--- config.mk ---
export PLATFORM = sky130hd
export DESIGN_NAME = xbar_rr_switch_flat
export DESIGN_NICKNAME = d
export VERILOG_FILES = /design/src/rtl/xbar_pkg.sv /design/src/rtl/xbar_rr_switch_if.sv /design/src/rtl/xbar_rr_switch_rr_arbiter.sv /design/src/rtl/xbar_rr_switch.sv /design/src/flat_wrapper.sv
export SDC_FILE = /design/constraint.sdc
export NUM_CORES = 1
export LEC_CHECK = 0
export CELL_PAD_IN_SITES_DETAIL_PLACEMENT = 1
export CELL_PAD_IN_SITES_GLOBAL_PLACEMENT = 1
export CORE_ASPECT_RATIO = 1.5
export CORE_UTILIZATION = 30
export DETAILED_ROUTE_END_ITERATION = 10
export PLACE_DENSITY_LB_ADDON = 0.15
export SYNTH_ARGS = -nofsm -noshare
export SYNTH_HDL_FRONTEND = slang
export SYNTH_SLANG_ARGS = --single-unit
--- constraint.sdc ---
create_clock -name clk -period 3.05 [get_ports clk]
set_clock_uncertainty 0.15 [all_clocks]
set_input_delay 0.61 -clock clk [delete_from_list [all_inputs] [get_ports clk]]
set_output_delay 0.61 -clock clk [all_outputs]
set_load 0.05 [all_outputs]
--- src/rtl/xbar_pkg.sv ---
// Shared crossbar constants: port indices and default geometry.
// Pure definitions, no logic.
package xbar_pkg;

    localparam int P_LOCAL = 0;
    localparam int P_NORTH = 1;
    localparam int P_EAST  = 2;
    localparam int P_WEST  = 3;
    localparam int P_SOUTH = 4;

    localparam int XBAR_WIDTH  = 8;
    localparam int XBAR_PORTS  = 5;
    localparam int XBAR_DEST_W = 3;

    // Pointer/index width for an n-entry round-robin; never narrower than one bit.
    function automatic int idx_width(input int n);
        return (n > 1) ? $clog2(n) : 1;
    endfunction

endpackage

--- src/rtl/xbar_rr_switch_if.sv ---
// Flit bus between the crossbar and its neighbours: per-port valid/ready on both sides.
// master drives flits in and accepts flits out; slave is the switch side.
interface xbar_rr_switch_if
    import xbar_pkg::*;
#(
    parameter int WIDTH  = XBAR_WIDTH,
    parameter int PORTS  = XBAR_PORTS,
    parameter int DEST_W = XBAR_DEST_W
) ();

    logic [PORTS*WIDTH-1:0]  in_data;
    logic [PORTS-1:0]        in_valid;
    logic [PORTS*DEST_W-1:0] in_dest;
    logic [PORTS-1:0]        in_last;
    logic [PORTS-1:0]        in_ready;
    logic [PORTS*WIDTH-1:0]  out_data;
    logic [PORTS-1:0]        out_valid;
    logic [PORTS-1:0]        out_last;
    logic [PORTS-1:0]        out_ready;
    logic [PORTS-1:0]        drop;

    modport master (
        output in_data, in_valid, in_dest, in_last, out_ready,
        input  in_ready, out_data, out_valid, out_last, drop
    );

    modport slave (
        input  in_data, in_valid, in_dest, in_last, out_ready,
        output in_ready, out_data, out_valid, out_last, drop
    );

endinterface

--- src/rtl/xbar_rr_switch_rr_arbiter.sv ---
// Round-robin arbiter: one-hot grant to the first requester at or after ptr_i, wrapping.
// Purely combinational, no backpressure of its own.
module rr_arbiter
    import xbar_pkg::*;
#(
    parameter  int N     = XBAR_PORTS,
    localparam int PTR_W = idx_width(N)
) (
    input  logic [N-1:0]     req_i,
    input  logic [PTR_W-1:0] ptr_i,
    output logic [N-1:0]     gnt_o
);

    logic [N-1:0] mask;
    logic [N-1:0] req_hi;
    logic [N-1:0] gnt_hi;
    logic [N-1:0] gnt_lo;

    always_comb begin
        mask = '0;
        for (int j = 0; j < N; j++) begin
            mask[j] = (j >= int'(ptr_i));
        end
    end

    // Lowest set bit of the upper (>= ptr) slice wins; otherwise wrap to the lowest overall.
    assign req_hi = req_i & mask;
    assign gnt_hi = req_hi & (~req_hi + N'(1));
    assign gnt_lo = req_i & (~req_i + N'(1));
    assign gnt_o  = (|req_hi) ? gnt_hi : gnt_lo;

endmodule

--- src/rtl/xbar_rr_switch.sv ---
// PORTSxPORTS flit crossbar, per-output round-robin, one register stage per output; XBAR_PKT_LOCK_EN holds an output for a whole packet.
// Latency 1 cycle; an output loads when empty or out_ready, and in_ready follows that load enable combinationally.
module xbar_rr_switch
    import xbar_pkg::*;
#(
    parameter int WIDTH  = XBAR_WIDTH,
    parameter int PORTS  = XBAR_PORTS,
    parameter int DEST_W = XBAR_DEST_W
) (
    input  logic            clk,
    input  logic            rst_n,
    xbar_rr_switch_if.slave bus
);

    localparam int PTR_W = idx_width(PORTS);

    logic [PORTS-1:0] req [PORTS];
    logic [PORTS-1:0] gnt [PORTS];
    logic [PORTS-1:0] dest_ok;
    logic [PORTS-1:0] ld;
    logic [PORTS-1:0] xfer;
    logic [PORTS-1:0] in_rdy;
    logic [PORTS-1:0] mux_last;
    logic [PORTS-1:0][WIDTH-1:0] mux_dat;
    logic [PORTS-1:0][PTR_W-1:0] gnt_idx;

    logic [PORTS-1:0][WIDTH-1:0] out_data_q, out_data_d;
    logic [PORTS-1:0]            out_vld_q, out_vld_d;
    logic [PORTS-1:0]            out_last_q, out_last_d;
    logic [PORTS-1:0]            drop_q, drop_d;
    logic [PORTS-1:0][PTR_W-1:0] rr_ptr_q, rr_ptr_d;
`ifdef XBAR_PKT_LOCK_EN
    logic [PORTS-1:0]            lock_vld_q, lock_vld_d;
    logic [PORTS-1:0][PTR_W-1:0] lock_src_q, lock_src_d;
`endif

    always_comb begin
        dest_ok = '0;
        for (int i = 0; i < PORTS; i++) begin
            dest_ok[i] = int'(bus.in_dest[i*DEST_W +: DEST_W]) < PORTS;
        end
        for (int o = 0; o < PORTS; o++) begin
            req[o] = '0;
            for (int i = 0; i < PORTS; i++) begin
                req[o][i] = bus.in_valid[i] && dest_ok[i]
                         && (int'(bus.in_dest[i*DEST_W +: DEST_W]) == o);
`ifdef XBAR_PKT_LOCK_EN
                // A locked output only listens to the input that opened the packet.
                if (lock_vld_q[o] && (lock_src_q[o] != PTR_W'(i))) req[o][i] = 1'b0;
`endif
            end
        end
    end

    for (genvar o = 0; o < PORTS; o++) begin : g_arb
        rr_arbiter #(.N(PORTS)) u_arb (
            .req_i (req[o]),
            .ptr_i (rr_ptr_q[o]),
            .gnt_o (gnt[o])
        );
    end

    always_comb begin
        ld = '0; xfer = '0; in_rdy = '0; mux_last = '0; mux_dat = '0; gnt_idx = '0;
        out_data_d = out_data_q; out_vld_d = out_vld_q; out_last_d = out_last_q;
        rr_ptr_d = rr_ptr_q; drop_d = '0;
`ifdef XBAR_PKT_LOCK_EN
        lock_vld_d = lock_vld_q; lock_src_d = lock_src_q;
`endif
        for (int o = 0; o < PORTS; o++) begin
            ld[o]   = !out_vld_q[o] || bus.out_ready[o];
            xfer[o] = ld[o] && (|gnt[o]);
            for (int i = 0; i < PORTS; i++) begin
                if (gnt[o][i]) begin
                    mux_dat[o]  = bus.in_data[i*WIDTH +: WIDTH];
                    mux_last[o] = bus.in_last[i];
                    gnt_idx[o]  = PTR_W'(i);
                end
                if (gnt[o][i] && ld[o]) in_rdy[i] = 1'b1;
            end
            out_vld_d[o] = xfer[o] || (out_vld_q[o] && !bus.out_ready[o]);
            if (xfer[o]) begin
                out_data_d[o] = mux_dat[o];
                out_last_d[o] = mux_last[o];
                rr_ptr_d[o]   = (gnt_idx[o] == PTR_W'(PORTS-1)) ? '0 : gnt_idx[o] + PTR_W'(1);
`ifdef XBAR_PKT_LOCK_EN
                lock_vld_d[o] = !mux_last[o];
                lock_src_d[o] = gnt_idx[o];
`endif
            end
        end
        // Unroutable flits are swallowed so they cannot block their input.
        for (int i = 0; i < PORTS; i++) begin
            if (!dest_ok[i]) in_rdy[i] = 1'b1;
            drop_d[i] = bus.in_valid[i] && !dest_ok[i];
        end
    end

    always_ff @(posedge clk or negedge rst_n) begin
        if (!rst_n) begin
            out_data_q <= '0;
            out_vld_q  <= '0;
            out_last_q <= '0;
            drop_q     <= '0;
            rr_ptr_q   <= '0;
`ifdef XBAR_PKT_LOCK_EN
            lock_vld_q <= '0;
            lock_src_q <= '0;
`endif
        end else begin
            out_data_q <= out_data_d;
            out_vld_q  <= out_vld_d;
            out_last_q <= out_last_d;
            drop_q     <= drop_d;
            rr_ptr_q   <= rr_ptr_d;
`ifdef XBAR_PKT_LOCK_EN
            lock_vld_q <= lock_vld_d;
            lock_src_q <= lock_src_d;
`endif
        end
    end

    assign bus.in_ready  = rst_n ? in_rdy : '0;
    assign bus.out_data  = out_data_q;
    assign bus.out_valid = out_vld_q;
    assign bus.out_last  = out_last_q;
    assign bus.drop      = drop_q;

endmodule

--- src/flat_wrapper.sv ---
// flat-port wrapper written by rule: the top's interface ports become plain ports
module xbar_rr_switch_flat import xbar_pkg::*;
#(
    parameter int WIDTH  = XBAR_WIDTH,
    parameter int PORTS  = XBAR_PORTS,
    parameter int DEST_W = XBAR_DEST_W
)
  (clk, rst_n, bus_in_data, bus_in_valid, bus_in_dest, bus_in_last, bus_out_ready, bus_in_ready, bus_out_data, bus_out_valid, bus_out_last, bus_drop);
  xbar_rr_switch_if #(.WIDTH(WIDTH), .PORTS(PORTS), .DEST_W(DEST_W)) bus_i ();
  input  logic clk;
  input  logic rst_n;
  input wire logic [$bits(bus_i.in_data)-1:0] bus_in_data;
  input wire logic [$bits(bus_i.in_valid)-1:0] bus_in_valid;
  input wire logic [$bits(bus_i.in_dest)-1:0] bus_in_dest;
  input wire logic [$bits(bus_i.in_last)-1:0] bus_in_last;
  input wire logic [$bits(bus_i.out_ready)-1:0] bus_out_ready;
  output wire logic [$bits(bus_i.in_ready)-1:0] bus_in_ready;
  output wire logic [$bits(bus_i.out_data)-1:0] bus_out_data;
  output wire logic [$bits(bus_i.out_valid)-1:0] bus_out_valid;
  output wire logic [$bits(bus_i.out_last)-1:0] bus_out_last;
  output wire logic [$bits(bus_i.drop)-1:0] bus_drop;
  assign bus_i.in_data = bus_in_data;
  assign bus_i.in_valid = bus_in_valid;
  assign bus_i.in_dest = bus_in_dest;
  assign bus_i.in_last = bus_in_last;
  assign bus_i.out_ready = bus_out_ready;
  assign bus_in_ready = bus_i.in_ready;
  assign bus_out_data = bus_i.out_data;
  assign bus_out_valid = bus_i.out_valid;
  assign bus_out_last = bus_i.out_last;
  assign bus_drop = bus_i.drop;
  xbar_rr_switch #(.WIDTH(WIDTH), .PORTS(PORTS), .DEST_W(DEST_W)) u_core (.clk(clk), .rst_n(rst_n), .bus(bus_i));
endmodule
==> reports/results.ini <==
[yosys]
postSynthCellCount=739
synth.top_cell.area_share=0.2835
syn-num-nets=820
ys.flop_type=dfrtp_1
ys_types=82
yosysMostFrequentCell=nand2_1
synth_top_cell_by_area=dfrtp_1
synth.cell_area_mm2=0.006180
synthAdderAreaFrac=0.01822
synth_top_family_by_area=compound AO/OA/AOI/OAI gates
ys_ff_latch=70
yosysSeqAreaShare=0.2835
netlist_top_cells_area=dfrtp_1 (28%), nand2_1 (5.8%), o211ai_1 (4.0%)
synth_compound_area_frac=0.3535
synth_common_cells=nand2_1 (95), dfrtp_1 (70), nor2_1 (43), inv_1 (41), o211ai_1 (33)
ys_warn_count=0
syn_avg_cell_area_um2=8.362
synth_edf_count=0
synth_mux_area_frac=0.05042
synth-xor-area-share=0
yosys.area_share.simple=0.2296
async_reset_ff_frac=1.000

[routing]
wire_per_inst_um=28.08
vias_per_cell=6.151
num_vias=8045
drt-pass1-iter-count=5
drc=0
antenna_left=0
drtIter0Drc=510
drt_wl_total_mm=36.73

[setup_path]
slowest_stage=or4b_4
worst_setup_path_start_kind=input port
crit_required_ns=2.29
worstRegToRegCells=11
worstSetupPathType=input port to output pin
crit_arrival_ns=2.84
cp_common_cell=buf_6
max_stage_delay_ns=0.55
worstPathCellList=buf_6 -> or4b_4 -> o31a_1 -> o2111ai_4 -> buf_6 -> o21bai_4 -> a22oi_2 -> o2111ai_2 -> o21a_2 -> buf_8
critPathMaxFanout=3
end_kind=output pin

[cells_and_area]
nNetsFinal=1124
drive_gt1_frac=0.3454
multiInputGateArea_mm2=0.004582
diodes=0
instances_no_fill=1308
area_delta_synth_final_pct=66.17
regArea_mm2=0.001752
nFillCells=2325

[sta]
maxSlewHeadroom=0.4470
rsz0062_at_grt=yes
max_freq_mhz=278.2
fin_ws_ns=-0.5452
setup_viol=8
drv_slew=0
period_share=1.179
worst_pin_slew_ns=0.8295
hold_viol_final=0
layout_min_cycle_time_ns=3.595

[clocking]
cts-root-buf=clkbuf_16
clk_pin_slew_worst_paths_ns=0.06
clock_path_buffers=2
cts_htree_levels=3
cts_sinks=70
cts_tree=done
cts-buffers-inserted=9
insertion_delay_ns=0.36

[die]
coreArea_mm2=0.01994
die_h_um=177.8
row_count=63
dieArea_mm2=0.02119
start_util=0.3099
die_w_um=119.2
pin_count=132

[power_and_ir_drop]
powerDensity_mw_per_mm2=603.0
total_power_uw=6192
leakagePower_uw=0.004394
ir_drop_v=0.0004292

[placement]
numPortBuffers=131
dp_cells=1250
gp_congestion=1.019
dp_hpwl_mm=27.25

[global_route]
grt_pass1_vias=8629
grt_use_total=0.3434
grt_pass1_wl_mm=52.92
overflow=0
antenna_found_initial=0
grt_max_degree=60

[min_path]
hold_path_class=register to register
hold_depth=2

[run_status]
status=finished, violations left
violations=negative setup slack

[run]
maxCapViolCount=0

[per-layer routing]
layer | up-vias | track usage | share of wire | routed length, um
met1 | 4035 | 0.3590 | 0.37 | 13480
met2 | 379 | 0.6262 | 0.51 | 18820
met3 | 128 | 0.04177 | 0.046 | 1679
met5 | - | 0 | 0 | 0
li1 | 3503 | - | - | -
met4 | 0 | 0.2563 | 0.075 | 2746
[final cells by class]
| class | instances | area share |
|---|---|---|
| inverters | 41 | 0.01523 |
| well taps | 260 | 0.03168 |
| clock buffers | 10 | 0.02327 |
| repair buffers | 348 | 0.3047 |
| multi-input cells | 573 | 0.4462 |
| flip-flops and latches | 70 | 0.1706 |
| clock inverters | 6 | 0.008286 |
[final timing paths]
check                                            start                     end  slack [ns]
worst max register to register      u_core.rr_ptr_q[2]  u_core.bus.out_data[0]        0.08
worst min register to register  u_core.bus.out_data[3]  u_core.bus.out_data[3]        0.33
worst min-delay path            u_core.bus.out_data[3]  u_core.bus.out_data[3]        0.33
min in group asynchronous                        rst_n      u_core.rr_ptr_q[2]        0.52
worst max-delay path                   bus_in_dest[14]         bus_in_ready[1]       -0.55
max in group asynchronous                        rst_n      u_core.rr_ptr_q[4]        1.10
[logic make-up after synthesis]
group / after synthesis
AOI/OAI and AO/OA: 279
and+or+nand+nor: 256
buffers and inverters: 96
DFF: 70
muxes: 29
adders and majority gates: 9
[power by group]
group | switching, uW | total, uW | internal, uW
Clock | 473 | 1210 | 736
Combinational | 2160 | 3500 | 1340
Sequential | 249 | 1490 | 1240
[sequential cells by signal, summed over array words and instances (netlist names)]
register              flops
u_core.bus.out_last       5
u_core.bus.out_valid      5
u_core.bus.drop           5
u_core.bus.out_data      40
u_core.rr_ptr_q          15
[placed cells by master (no fill, tap or decap), types with 9 or more instances in the layout]
cell / instances
a21oi_1: 22
a221o_1: 9
a221oi_1: 9
a222oi_1: 9
a22o_1: 11
a22oi_1: 9
a32oi_1: 9
buf_4: 178
buf_6: 35
clkbuf_16: 9
clkbuf_2: 10
clkdlybuf4s50_1: 105
dfrtp_1: 70
inv_1: 40
mux2_1: 9
mux2i_1: 12
nand2_1: 90
nand2b_1: 17
nand3_1: 9
nor2_1: 39
nor3_1: 9
o2111a_1: 9
o2111ai_1: 9
o211ai_1: 33
o21ai_0: 13
o21ai_1: 9
o22ai_1: 28
o31ai_1: 21
[critical path, delay by kind of cell]
family / cells / cell delay (ns)
buf+inv: 3 / 0.39
compound gates: 6 / 1.28
simple gates: 1 / 0.55
[through the flow]
step / cell area, um^2 / hold WS, ns / setup slack, ns / setup TNS (ns) / utilization
final: 10270 / 0.3304 / -0.5452 / -2.085 / 0.5149
after global routing: 10270 / 0.3678 / -0.5949 / -2.730 / 0.5149
after CTS: 9943 / 0.3371 / -0.5223 / -2.935 / 0.4986
after detailed placement: 9035 / 0.3236 / -0.9527 / -42.14 / 0.4530
after global placement: 9035 / 0.3174 / -0.9585 / -38.63 / 0.4530
after floorplan: 6264 / 0.1644 / -0.1376 / -0.3897 / -
[timing repair]
action / CTS / global route
gates cloned: 3 / 0
setup endpoints to repair: 67 / 37
buffers inserted: 25 / 23
hold buffers: 1 / 0
pin swaps: 41 / 47
endpoints found under the hold margin: 11 / 0
resized for setup: 135 / 78
Note: power is estimated with default switching activity, not from simulation.
